--- config.mk ---
export PLATFORM = sky130hd
export DESIGN_NAME = sat_counter
export DESIGN_NICKNAME = d
export VERILOG_FILES = /design/src/rtl/sat_counter.sv
export SDC_FILE = /design/constraint.sdc
export NUM_CORES = 1
export LEC_CHECK = 0
export ABC_AREA = 1
export CAP_MARGIN = 20
export CORE_AREA = 2 2 39 41
export CTS_CLUSTER_DIAMETER = 100
export CTS_CLUSTER_SIZE = 14
export DETAILED_ROUTE_END_ITERATION = 12
export DIE_AREA = 0 0 41 43
export GPL_TIMING_DRIVEN = 0
export PLACE_DENSITY_LB_ADDON = 0.15
export SYNTH_ARGS = -nofsm -noshare
export SYNTH_HDL_FRONTEND = slang
export SYNTH_SLANG_ARGS = --single-unit
--- constraint.sdc ---
create_clock -name clk -period 2.8 [get_ports clk]
set_input_delay 0.42 -clock clk [delete_from_list [all_inputs] [get_ports clk]]
set_output_delay 0.42 -clock clk [all_outputs]
set_load 0.03 [all_outputs]
--- src/rtl/sat_counter.sv ---
// Saturating up-counter with synchronous clear; clear wins over increment.
module sat_counter #(
  parameter int unsigned CNT_W = 8
) (
  input  logic             clk,
  input  logic             rst_n,
  input  logic             inc_i,
  input  logic             clr_i,
  output logic [CNT_W-1:0] cnt_o
);

  logic [CNT_W-1:0] cnt_q, cnt_d;

  always_comb begin
    cnt_d = cnt_q;
    if (clr_i) begin
      cnt_d = '0;
    end else if (inc_i && (cnt_q != {CNT_W{1'b1}})) begin
      cnt_d = cnt_q + 1'b1;
    end
  end

  always_ff @(posedge clk or negedge rst_n) begin
    if (!rst_n) begin
      cnt_q <= '0;
    end else begin
      cnt_q <= cnt_d;
    end
  end

  assign cnt_o = cnt_q;

endmodule

==> out/qor.log <==
[critical_path] Critical Path Source Type flip-flop
[global_routing] overall global routing resource usage 15.5%
[sta] final setup violation count 0
[cts] CTS max path bufs 2
[routing] first-pass iteration count of the detailed router 4
[floorplan] Core Box Area 0.00138 mm^2
[critical_path] worst reg2reg path depth 7
[critical_path] path type of the worst setup path reg2out
[cts] clock insertion delay at the later pin of the skew report 260 ps
[global_routing] global-route layer with the greatest usage met1
[sta] Max Clock Freq 542 MHz
[cts] number of clock buffers inserted by TritonCTS 3
[routing] via density per instance 4.85
[critical_path] cell family with most CP delay buffers and inverters
[sta] Final Critical Period 1840 ps
[floorplan] Total Die Area 0.00176 mm^2
[global_routing] overflow left after global routing 0
[synthesis] sequential cell area fraction in the yosys report 39.1%
[status] run status completed
[power_and_ir_drop] leakage power figure 0.314 nW
[place] Port Buf Inserts 11
[routing] DRT iter0 DRCs 12
[critical_path] Critical Path Sink Type output pin
[critical_path] library cell contributing the largest single delay on the critical path clkdlybuf4s50_1
[routing] DRC errors left 0
[global_routing] vias in the first global route 447
[place] RD Place Congestion 0.839
[cells_and_area] diode count 0
[synthesis] Synth Register Bits 8
[synthesis] Gate Count Post-Synth 74
[cells_and_area] most frequent standard cell in the layout excluding fill and tap cells nand2_1
[cts] clock-pin transition on the worst setup and hold timing paths 60 ps
[sta] total count of max-transition violations in the final report 0
[min_path] Min-Delay Path Class in2async
[sta] number of hold-slack violations in the final timing report 0
[sta] period utilization 65.8%
[global_routing] antenna violations before repair 0
[cells_and_area] share of cells above drive strength 1 11.4%
[flow_run] max-cap check violation count 0
[global_routing] met1 Resource Use GR 21.9%
[cts] PostCTS Resize Cnt 0
[critical_path] series of cell instances along the critical path clkdlybuf4s50_1
[floorplan] width of the chip 41 um
[synthesis] synthesis warning total 0
[power_and_ir_drop] worst voltage drop across the vdd grid 0.000174 V
[place] half-perimeter wire length after detailed placement 850 um
[synthesis] post-synthesis instance area 512 um^2
[cts] sinks on the clock net 8
[cells_and_area] # nets final 95
[cts] number of buffers inserted for hold repair after clock tree synthesis 0
[cts] TritonCTS clock tree built
[routing] via count 504
[power_and_ir_drop] power density over the cells 405 mW/mm^2
[synthesis] synthesized net count 79
[critical_path] Buffers & Inverters on Critical Path 1
[synthesis] average instance area after synthesis 6.92 um^2
[cts] Post-CTS Setup Bufs 0
[cells_and_area] number of cells in the finished layout apart from fillers 104
[place] total placed cells including tap cells 101
[cts] root buffer cell clkbuf_4
[floorplan] height of the chip 43 um
[cells_and_area] area added between synthesis and finish 29.8%
[sta] final setup skew 6.98 ps
[critical_path] largest incremental delay on the critical path 710 ps
[synthesis] fraction of synthesized cell area taken by the top area cell type 39.1%
[cells_and_area] commonest cells after routing, fill and taps aside nand2_1, clkdlybuf4s50_1, inv_1
[critical_path] arrival time of the worst setup path 1420 ps
[sta] Least-Margin Pin Slew 375 ps
[cts] CTS H-tree depth 1
[global_routing] pin count of the biggest net entering global routing 9
[sta] final sum of negative setup slack 0 ps
[synthesis] top post-synthesis cells by area dfrtp_1, nand2_1, nand3_1, inv_1, a21oi_1
[cells_and_area] Post-Route Utilization 48.0%
[synthesis] count of distinct cell types in the synthesized netlist 15
[routing] number of nets with antenna violations after detailed routing 0
[global_routing] met3 track demand over resource 3.14%
[synthesis] area leader, netlist dfrtp_1
[floorplan] Initial Utilization 37.0%
[cells_and_area] flip-flop count of the largest register after layout 8
[routing] sum of routed wire length over all layers 1130 um
[floorplan] site row count 14
[routing] final routed wire length divided by cell count 10.9 um
[floorplan] I/O pin count 12
[sta] unrepaired setup endpoints after global routing no
[global_routing] wire length of the first global-routing pass 1830 um
[critical_path] required time of the critical path 2380 ps
[critical_path] CP max FO 7
[global_routing] met2 usage 21.6%
[critical_path] logic depth of the worst setup path including buffers 1
[sta] relative slew slack 74.9%
[sta] smallest hold slack 438 ps
per-layer routing:
metal | share of wire, % | up-vias
met5 | 0 | -
met4 | 1.4 | 0
met3 | 5.8 | 2
met2 | 44 | 15
met1 | 49 | 225
li1 | - | 262
metrics by stage:
stage | setup WS, ps | instance area (um^2) | total power [mW]
after floorplan | 1380 | 512 | 0.156
after global placement | 1120 | 642 | 0.179
after detailed placement | 1140 | 642 | 0.179
after CTS | 948 | 664 | 0.273
after global routing | 908 | 664 | 0.283
final | 956 | 664 | 0.269
layout make-up:
class | count | area [um^2]
Fill cell | 156 | 719
Multi-Input combinational cell | 55 | 265
Sequential cell | 8 | 200
Timing Repair Buffer | 11 | 110
Inverter | 11 | 46.3
Clock buffer | 3 | 22.5
Tap cell | 16 | 20.0
cell families (layout without fill, tap and decap cells):
family	count (synthesis)	after routing	share of synthesized area, %
and+or+nand+nor	46	46	39.9
buffers and inverters	11	25	9.05
AOI/OAI and AO/OA	8	8	9.53
DFF	8	8	39.1
adders and majority gates	1	1	2.44
path summary, 6_finish.rpt:
check | startpoint | endpoint | slack [ps]
setup / recovery | cnt_o[5] | cnt_o[5] | 960
hold / removal | rst_n | cnt_o[5] | 440
setup reg to reg | cnt_o[0] | cnt_o[7] | 1370
hold reg to reg | cnt_o[4] | cnt_o[4] | 550
max in group asynchronous | rst_n | cnt_o[3] | 2090
min in group clk | cnt_o[4] | cnt_o[4] | 550
where the power goes:
part           internal [mW]  switching (mW)  leakage [nW]  total (mW)
clock                 0.0494          0.0439        0.0138      0.0933
combinational         0.0198          0.0287         0.192      0.0485
sequential             0.121         0.00690         0.108       0.128
cells in the mapped netlist:
master	count
a21oi_1	4
a21oi_2	1
clkinv_4	1
dfrtp_1	8
ha_1	1
inv_1	10
nand2_1	25
nand2_2	2
nand2_4	1
nand3_1	9
nor2_1	5
nor2_2	2
nor3_1	2
o21ai_1	1
o21bai_1	2
Note: power is estimated with default switching activity, not from simulation.
